--- config.mk ---
export PLATFORM = sky130hd
export DESIGN_NAME = schedule_queue
export DESIGN_NICKNAME = d
export VERILOG_FILES = /design/src/rtl/schedule_queue.sv
export SDC_FILE = /design/constraint.sdc
export NUM_CORES = 1
export LEC_CHECK = 0
export CORE_UTILIZATION = 45
export CTS_CLUSTER_SIZE = 16
export DETAILED_ROUTE_END_ITERATION = 8
export PLACE_DENSITY_LB_ADDON = 0.08
export REMOVE_ABC_BUFFERS = 1
export SLEW_MARGIN = 10
export SYNTH_ARGS = -nofsm -noshare
export SYNTH_HDL_FRONTEND = slang
export SYNTH_SLANG_ARGS = --single-unit
export TNS_END_PERCENT = 100
--- constraint.sdc ---
create_clock -name clk -period 7.3 [get_ports clk]
set_clock_uncertainty 0.1 [all_clocks]
set_input_delay 2.19 -clock clk [delete_from_list [all_inputs] [get_ports clk]]
set_output_delay 2.19 -clock clk [all_outputs]
set_load 0.05 [all_outputs]
--- src/rtl/schedule_queue.sv ---
// Out-of-order issue window for Raisin64: age-ordered, shift-compacted, one issue per cycle.
// The decoded type bit arrives on op_type because "type" is a reserved word in SystemVerilog.
module schedule_queue #(
    parameter int DEPTH   = 4,
    parameter int NUM_ALU = 2,
    parameter int RN_W    = 6
) (
    input  logic                       clk,
    input  logic                       rst_n,
    input  logic                       in_valid,
    output logic                       in_ready,
    input  logic                       op_type,
    input  logic [2:0]                 unit,
    input  logic [RN_W-1:0]            r1_in_rn,
    input  logic [RN_W-1:0]            r2_in_rn,
    input  logic [RN_W-1:0]            rd_in_rn,
    input  logic [RN_W-1:0]            rd2_in_rn,
    input  logic                       flush,
    input  logic [(1<<RN_W)-1:0]       reg_busy,
    input  logic [NUM_ALU-1:0]         alu_busy,
    input  logic                       advint_busy,
    input  logic                       memunit_busy,
    input  logic                       branch_busy,
    output logic [NUM_ALU-1:0]         alu_en,
    output logic                       advint_en,
    output logic                       memunit_en,
    output logic                       branch_en,
    output logic [RN_W-1:0]            rd_out_rn,
    output logic [RN_W-1:0]            rd2_out_rn,
    output logic                       inst_issued,
    output logic                       illegal_op,
    output logic [$clog2(DEPTH+1)-1:0] count
);
    localparam int CNT_W = $clog2(DEPTH+1);
    localparam int IDX_W = $clog2(DEPTH);

    typedef enum logic [1:0] {CLS_ALU, CLS_ADVINT, CLS_MEM, CLS_BR} cls_e;

    typedef struct packed {
        cls_e            cls;
        logic [RN_W-1:0] r1;
        logic [RN_W-1:0] r2;
        logic [RN_W-1:0] rd;
        logic [RN_W-1:0] rd2;
    } entry_t;

    function automatic logic writes_reg(entry_t e, logic [RN_W-1:0] rn);
        return (e.rd == rn) || (e.cls == CLS_ADVINT && e.rd2 == rn);
    endfunction

    function automatic logic reads_reg(entry_t e, logic [RN_W-1:0] rn);
        return (e.r1 == rn) || (e.r2 == rn);
    endfunction

    // RAW/WAW against the older entry's destinations, WAR against its sources.
    function automatic logic conflicts(entry_t older, entry_t young);
        logic c;
        c = writes_reg(older, young.r1) || writes_reg(older, young.r2) ||
            writes_reg(older, young.rd) || reads_reg(older, young.rd);
        if (young.cls == CLS_ADVINT)
            c = c || writes_reg(older, young.rd2) || reads_reg(older, young.rd2);
        return c;
    endfunction

    entry_t             win     [DEPTH];
    entry_t             win_nxt [DEPTH];
    entry_t             new_entry;
    entry_t             sel_entry;
    logic               in_illegal;
    logic               accept;
    logic               enq_write;
    logic               issue;
    logic               sel_valid;
    logic [IDX_W-1:0]   sel_idx;
    logic [DEPTH-1:0]   elig;
    logic [NUM_ALU-1:0] alu_pick;
    logic [3:0]         cls_free;
    logic [CNT_W-1:0]   wr_slot;

    // NOTE: every always_comb output gets a default first so no path can infer a latch.
    always_comb begin
        new_entry.cls = CLS_ALU;
        new_entry.r1  = r1_in_rn;
        new_entry.r2  = r2_in_rn;
        new_entry.rd  = rd_in_rn;
        new_entry.rd2 = rd2_in_rn;
        in_illegal    = 1'b0;
        if (unit == 3'd7)
            new_entry.cls = CLS_BR;
        else if (unit[2]) begin
            if (op_type)
                new_entry.cls = CLS_MEM;
            else if (unit == 3'd4)
                new_entry.cls = CLS_ADVINT;
            else
                in_illegal = 1'b1;
        end
    end

    assign in_ready  = (count < CNT_W'(DEPTH));
    assign accept    = in_valid && in_ready && !flush;
    assign enq_write = accept && !in_illegal;

    // Indexed by cls_e.
    assign cls_free = {!branch_busy, !memunit_busy, !advint_busy, !(&alu_busy)};

    always_comb begin
        alu_pick = '0;
        for (int k = NUM_ALU-1; k >= 0; k--)
            if (!alu_busy[k]) alu_pick = NUM_ALU'(1) << k;
    end

    always_comb begin
        elig = '0;
        for (int i = 0; i < DEPTH; i++) begin
            if (i < int'(count)) begin
                elig[i] = cls_free[win[i].cls] && !reg_busy[win[i].r1] && !reg_busy[win[i].r2] &&
                          !(win[i].cls == CLS_BR && i != 0);
                for (int j = 0; j < i; j++) begin
                    if (conflicts(win[j], win[i]) || win[j].cls == CLS_BR ||
                        (win[j].cls == CLS_MEM && win[i].cls == CLS_MEM))
                        elig[i] = 1'b0;
                end
            end
        end
    end

    // Descending scan so the oldest eligible entry wins.
    always_comb begin
        sel_valid = 1'b0;
        sel_idx   = '0;
        sel_entry = win[0];
        for (int i = DEPTH-1; i >= 0; i--) begin
            if (elig[i]) begin
                sel_valid = 1'b1;
                sel_idx   = IDX_W'(i);
                sel_entry = win[i];
            end
        end
    end

    assign issue   = sel_valid && !flush;
    assign wr_slot = count - CNT_W'(issue);

    always_comb begin
        win_nxt = win;
        for (int i = 0; i < DEPTH-1; i++)
            if (issue && i >= int'(sel_idx)) win_nxt[i] = win[i+1];
        for (int i = 0; i < DEPTH; i++)
            if (enq_write && i == int'(wr_slot)) win_nxt[i] = new_entry;
    end

    // NOTE: the payload array has no reset; a slot is only read when its index is below count, which does reset.
    always_ff @(posedge clk) begin
        win <= win_nxt;
    end

    // NOTE: sequential state uses <= only, so each register samples pre-edge values regardless of block order.
    always_ff @(posedge clk or negedge rst_n) begin
        if (!rst_n) begin
            count      <= '0;
            alu_en     <= '0;
            advint_en  <= 1'b0;
            memunit_en <= 1'b0;
            branch_en  <= 1'b0;
            rd_out_rn  <= '0;
            rd2_out_rn <= '0;
            illegal_op <= 1'b0;
        end else begin
            alu_en     <= '0;
            advint_en  <= 1'b0;
            memunit_en <= 1'b0;
            branch_en  <= 1'b0;
            illegal_op <= accept && in_illegal;
            if (flush)
                count <= '0;
            else
                count <= count + CNT_W'(enq_write) - CNT_W'(issue);
            if (issue) begin
                rd_out_rn <= sel_entry.rd;
                unique case (sel_entry.cls)
                    CLS_ALU:    alu_en <= alu_pick;
                    CLS_ADVINT: begin
                        advint_en  <= 1'b1;
                        rd2_out_rn <= sel_entry.rd2;
                    end
                    CLS_MEM:    memunit_en <= 1'b1;
                    CLS_BR:     branch_en <= 1'b1;
                endcase
            end
        end
    end

    assign inst_issued = (|alu_en) | advint_en | memunit_en | branch_en;

endmodule

## Word level (Yosys, flattened, before mapping)

Cells that the tools add are included.

- Register bits: 125
- Latch bits: 0
- RAM bits: 0
- ROM bits: 0
- Output and inout bits: 23
- Memories: 0

- Add/sub/neg operators: 3
- Multiply operators: 0
- Div/mod/pow operators: 0
- $lt $le $gt $ge: 20
- Equal/unequal tests: 92
- Shift-type cells: 0
- Muxes and demuxes: 83
- Bitwise logic cells: 3
- Reduce and logical (&&, ||, !) cells: 156

Operator list:

| cell | number |
|---|---|
| $eq 6x6->1 | 72 |
| $mux 26 | 10 |
| $logic_or 1x1->1 | 78 |
| $lt 6x7->1 const B | 8 |
| $logic_and 1x1->1 | 53 |
| $mux 1 | 49 |
| $bmux 1 s6 | 8 |
| $mux 2 | 11 |
| $eq 2x2->1 const B | 10 |
| $logic_not 1->1 | 17 |
| $lt 2x3->1 const B | 4 |
| $eq 2x1->1 const B | 5 |
| $bmux 1 s2 | 4 |
| $eq 3x3->1 const A | 2 |
| $eq 3x3->1 const B | 2 |
| $lt 1x3->1 const A | 2 |
| $lt 2x3->1 const A | 2 |
| $reduce_bool 2->1 | 3 |
| $sub 3x1->3 | 2 |
| $ge 1x2->1 const A | 2 |
| $reduce_and 2->1 | 2 |
| $add 3x1->3 | 1 |
| $eq 2x3->1 const A | 1 |
| $logic_not 3->1 | 1 |
| other kinds (6) | 8 |

## Logic depth before layout (Yosys ltp)

- Word-level depth: 25
- Gate-level depth with buffers: 21
- Depth with buffers taken out: 17

## Worst setup path before layout

No wires, ideal clock.

- Path type: input to register
- Start: input reg_busy[25]
- End: register win[0] in the netlist's numbering, enable pin
- Setup time: 0.447 ns
- Data arrival time: 7.246 ns
- Data required time: 6.753 ns
- Path slack: -0.494 ns
- Stages on the path: 14
- Buffers on the path: 1
- Path through: mux4_2 mux4_2 nor2b_1 or3_1 o211ai_1 nor3_1 clkbuf_1 or2_2 o31ai_4 clkinv_1 ha_1 ha_1 nor4_1 nor3b_1

- Longest elaborated chain between the ends: 18

RTL lines:

| element | line | RTL |
|---|---|---|
| start: declaration | 19 | `input logic [(1<<RN_W)-1:0] reg_busy,` |
| $bmux 1 s6 | 117 | `elig[i] = cls_free[win[i].cls] && !reg_busy[win[i].r1] && !reg_busy[win[i].r2] &&` |
| $mux 1 (not written as such) | 117 |  |
| $logic_not 1->1 | 117 |  |
| $logic_and 1x1->1 (3 in a row) | 117 |  |
| $mux 1 (3 in a row) | 120 | `if (conflicts(win[j], win[i]) \|\| win[j].cls == CLS_BR \|\|` |
| $mux 1 | 116 | `if (i < int'(count)) begin` |
| $mux 1 (3 in a row) | 134 | `if (elig[i]) begin` |
| $mux 1 * | 134 |  |
| $logic_and 1x1->1 * | 142 | `assign issue = sel_valid && !flush;` |
| via issue | 72 | `logic issue;` |
| $sub 3x1->3 * | 143 | `assign wr_slot = count - CNT_W'(issue);` |
| $eq 3x3->1 * | 150 | `if (enq_write && i == int'(wr_slot)) win_nxt[i] = new_entry;` |
| $logic_and 1x1->1 * | 150 |  |
| end signal: assignment | 155 | `win <= win_nxt;` |
| end: declaration | 65 | `entry_t win [DEPTH];` |

Mark *: on every way through the listed nets, which the timed path passes. The rest lies on a longest branch. The select of a mux whose other input is x is not followed.
A chain may end at the register's enable or synchronous reset.

==> results.tsv <==
stage	metric	value	unit
outcome	outcome	complete, no violations	
placement	hpwl	40800	µm
grt	grt_start_max_net_pins	30	
worst_hold_path	hold_class	register to register	
power_and_ir_drop	pwr-share-comb	50.2	%
cts	cts_made_buffers	17	
setup_path	critPathArrivalTime	7060	ps
drt	drt_first_iter_violations	1707	
placement	place_inst	1906	
grt	use_met1	49.2	%
grt	grt_usage	34.6	%
yosys	synthTopCellsByCount	xnor2_1 (237), xor2_1 (197), mux4_2 (130)	
grt	grt_most_used_layer	met2	
setup_path	path_class	input pin to register	
cts	clk_latency	430	ps
yosys	ys_seq_area_share	23.7	%
cts	holdBufCountCts	0	
grt	grt_overflow	0	
yosys	synth_compound_area_share	6.42	%
yosys	synthCells	1453	
yosys	synthSimpleGateAreaFrac	10.1	%
setup_path	required	7360	ps
power_and_ir_drop	p_leak	5.90	nW
cells_and_area	area.growth.synth_to_final	13.9	%
timing	setup_violations	0	
power_and_ir_drop	p_per_area	299	nW/µm²
yosys	synth_area_leaders	edfxtp_1 (20%), mux4_2 (19%), xnor2_1 (13%)	
setup_path	cp_top_family	simple AND/OR/NAND/NOR gates	
cells_and_area	final_area	17500	µm²
cts	cts.sinks	125	
setup_path	crit_path_end_kind	register	
yosys	synthMuxAreaShare	28.2	%
power_and_ir_drop	switching_share	45.7	%
yosys	synth_fa_ha_area_share	0.618	%
drt	avgRoutedWirePerCell	30.9	µm
timing	rsz0062_at_grt	false	
setup_path	reg2reg_slack	1550	ps
yosys	synth_edf_count	104	
setup_path	critPathMaxFanout	11	
setup_path	rr_endpoint	win[30]	
power_and_ir_drop	seq_power_share	33.5	%
die	fp.dieH	187	µm
grt	gr-usage-met2	49.4	%
yosys	yosys.cell_types.count	64	
cts	clk_pin_slew	60	ps
power_and_ir_drop	p_int	2.85	mW
die	coreArea	33600	µm²
cts	cts_tree	yes	
grt	grt.met3_usage	10.2	%
grt	antenna_found_initial	0	
yosys	synth_top_area_share	20.3	%
cells_and_area	nFillCells	2954	
placement	placed_cell_area	16900	µm²
die	die_w	187	µm
setup_path	critPathSlowestCell	clkdlybuf4s50_1	
power_and_ir_drop	irDropWorstVdd	178	µV
setup_path	r2r_cells	16	
drt	drt_wl_total	60000	µm
cells_and_area	fin_cells	1939	
placement	gp_congestion	0.951	
worst_hold_path	min_to	rd_out_rn[5]	
timing	max_clock_freq	143	MHz
die	ios	124	
power_and_ir_drop	clockPowerShare	16.4	%
drt	drc_errors	0	
yosys	synth_xor_area_share	24.7	%
setup_path	rr_startpoint	win[18]	
yosys	synth_top_family_by_area	multiplexers	
cells_and_area	drive_above_1_share	22.9	%
worst_hold_path	min_from	rd_out_rn[5]	
die	rows	67	
grt	grt_pass1_wl	88900	µm
cts	clock_path_buffers	2	
yosys	avgSynthCellArea	10.6	µm²
yosys	syn_area	15400	µm²
timing	fin_ws	303	ps
timing	fin_crit_sh	95.8	%
drt	ant_nets	0	
job	cap_viol_max_count	0	
cts	cts_resized	0	
timing	slew_headroom	19.2	%
yosys	synth_warnings	0	
drt	vias	13152	
cts	clockRootBuffer	clkbuf_16	
yosys	async_flop_share	16.8	%
die	dieArea	34900	µm²
cts	cts_setup_buffers	0	
timing	hold_viol	0	
worst_hold_path	whs_path_depth	2	
placement	preCtsSetupSlack	5.36	ps
setup_path	max_stage_delay	670	ps
setup_path	cp-start-kind	input pin	
power_and_ir_drop	power	5.24	mW
cells_and_area	utilization	52.1	%
setup_path	path_cells	clkdlybuf4s50_1 -> mux4_2 -> mux4_2 -> nor2_1 -> or3_1 -> o211ai_1 -> nor3_2 -> or2_2 -> o31ai_4 -> clkinv_1 -> ha_1 -> ha_1 -> nor4_1 -> nand2_1 -> nor2_2 -> buf_4 -> mux2_2	
setup_path	crit_buf_inv	3	
drt	viasPerCell	6.78	
cts	cts_htree_levels	4	
timing	drv_slew	0	
cells_and_area	layout.nets	1585	
yosys	synth.largest_area_cell	edfxtp_1	
timing	tightest_slew	1210	ps
yosys	ys.flop_type	edfxtp_1	
power_and_ir_drop	p_switching	2.40	mW
yosys	synth_seq_cells	125	
grt	grt_pass1_vias	12759	
die	initial_core_util	45.8	%
placement	port_buffers	123	
yosys	yosysMostFrequentCell	xnor2_1	
timing	layout_min_cycle_time	7000	ps
drt	dr.pass1.iters	5	
## per-layer routing
metal / wire, µm / part of all wire, % / vias to the layer above
met5: 0 / 0 / -
met2: 25800 / 43 / 921
met3: 7510 / 13 / 137
li1: - / - / 5437
met4: 2140 / 3.6 / 0
met1: 24500 / 41 / 6657
## through the flow
step	TNS (ps)	hold slack, ps
2_1_floorplan	-61730	487
3_3_place_gp	0	389
3_5_place_dp	0	391
4_1_cts	0	404
5_1_grt	0	422
6_report	0	403
## sequential cells by signal (all words and copies together), names as in the netlist
signal and flops:
illegal_op 1, rd2_out_rn 6, advint_en 1, win 104
branch_en 1, rd_out_rn 6, count 3, memunit_en 1
alu_en 2
## cells by family after synthesis
logic type / after synthesis
AND/OR/NAND/NOR: 277
buffers and inverters: 215
AO/OA/AOI/OAI: 135
flip-flops: 125
XOR/XNOR: 434
adder cells (fa/ha/maj): 7
multiplexers: 260
## worst register-to-register path: cells and delay by family (launching register included)
kind	cells	cell delay, ps
flops	1	950
buf+inv	3	870
compound gates	5	1390
mux	1	350
simple gates	5	1410
fa+ha+maj	2	410
## power by group through the flow
stage	Clock [mW]	Combinational, mW	Sequential (mW)
finish	0.857	2.63	1.75
detailed placement	0	2.59	1.72
floorplan	0	1.58	1.68
global route	0.900	2.80	1.75
global placement	0	2.55	1.72
CTS	0.874	2.60	1.71
## placed cells by master (no fill, tap or decap), types with 40 or more instances in the layout
cell type	n
mux4_2	130
mux2_2	90
nand4_1	58
mux2i_1	40
xnor2_1	237
edfxtp_1	104
clkdlybuf4s50_1	123
buf_4	75
nor4_1	46
xor2_1	197
## worst max-delay path by stage
stage            startpoint  cells after the start  slack (ps)       end
6_report        reg_busy[9]                     17         300   win[30]
5_1_grt         reg_busy[9]                     17         100   win[26]
4_1_cts         reg_busy[9]                     17         430   win[30]
3_5_place_dp    reg_busy[9]                     17           5   win[28]
3_3_place_gp   reg_busy[31]                     17          40   win[68]
2_1_floorplan  reg_busy[31]                     13        -720  win[100]
## area by class of cell
type                            instances  area, µm²  share of cell area, %
Multi-Input combinational cell       1113      10800                   61.6
Sequential cell                       125       3650                   20.8
Timing Repair Buffer                  201       1850                   10.6
Tap cell                              448        561                   3.20
Clock buffer                           18        429                   2.45
Clock inverter                         14        160                  0.914
Inverter                               19       71.3                  0.407
Antenna cell                            1       2.50                 0.0143
Note: power is estimated with default switching activity, not from simulation.
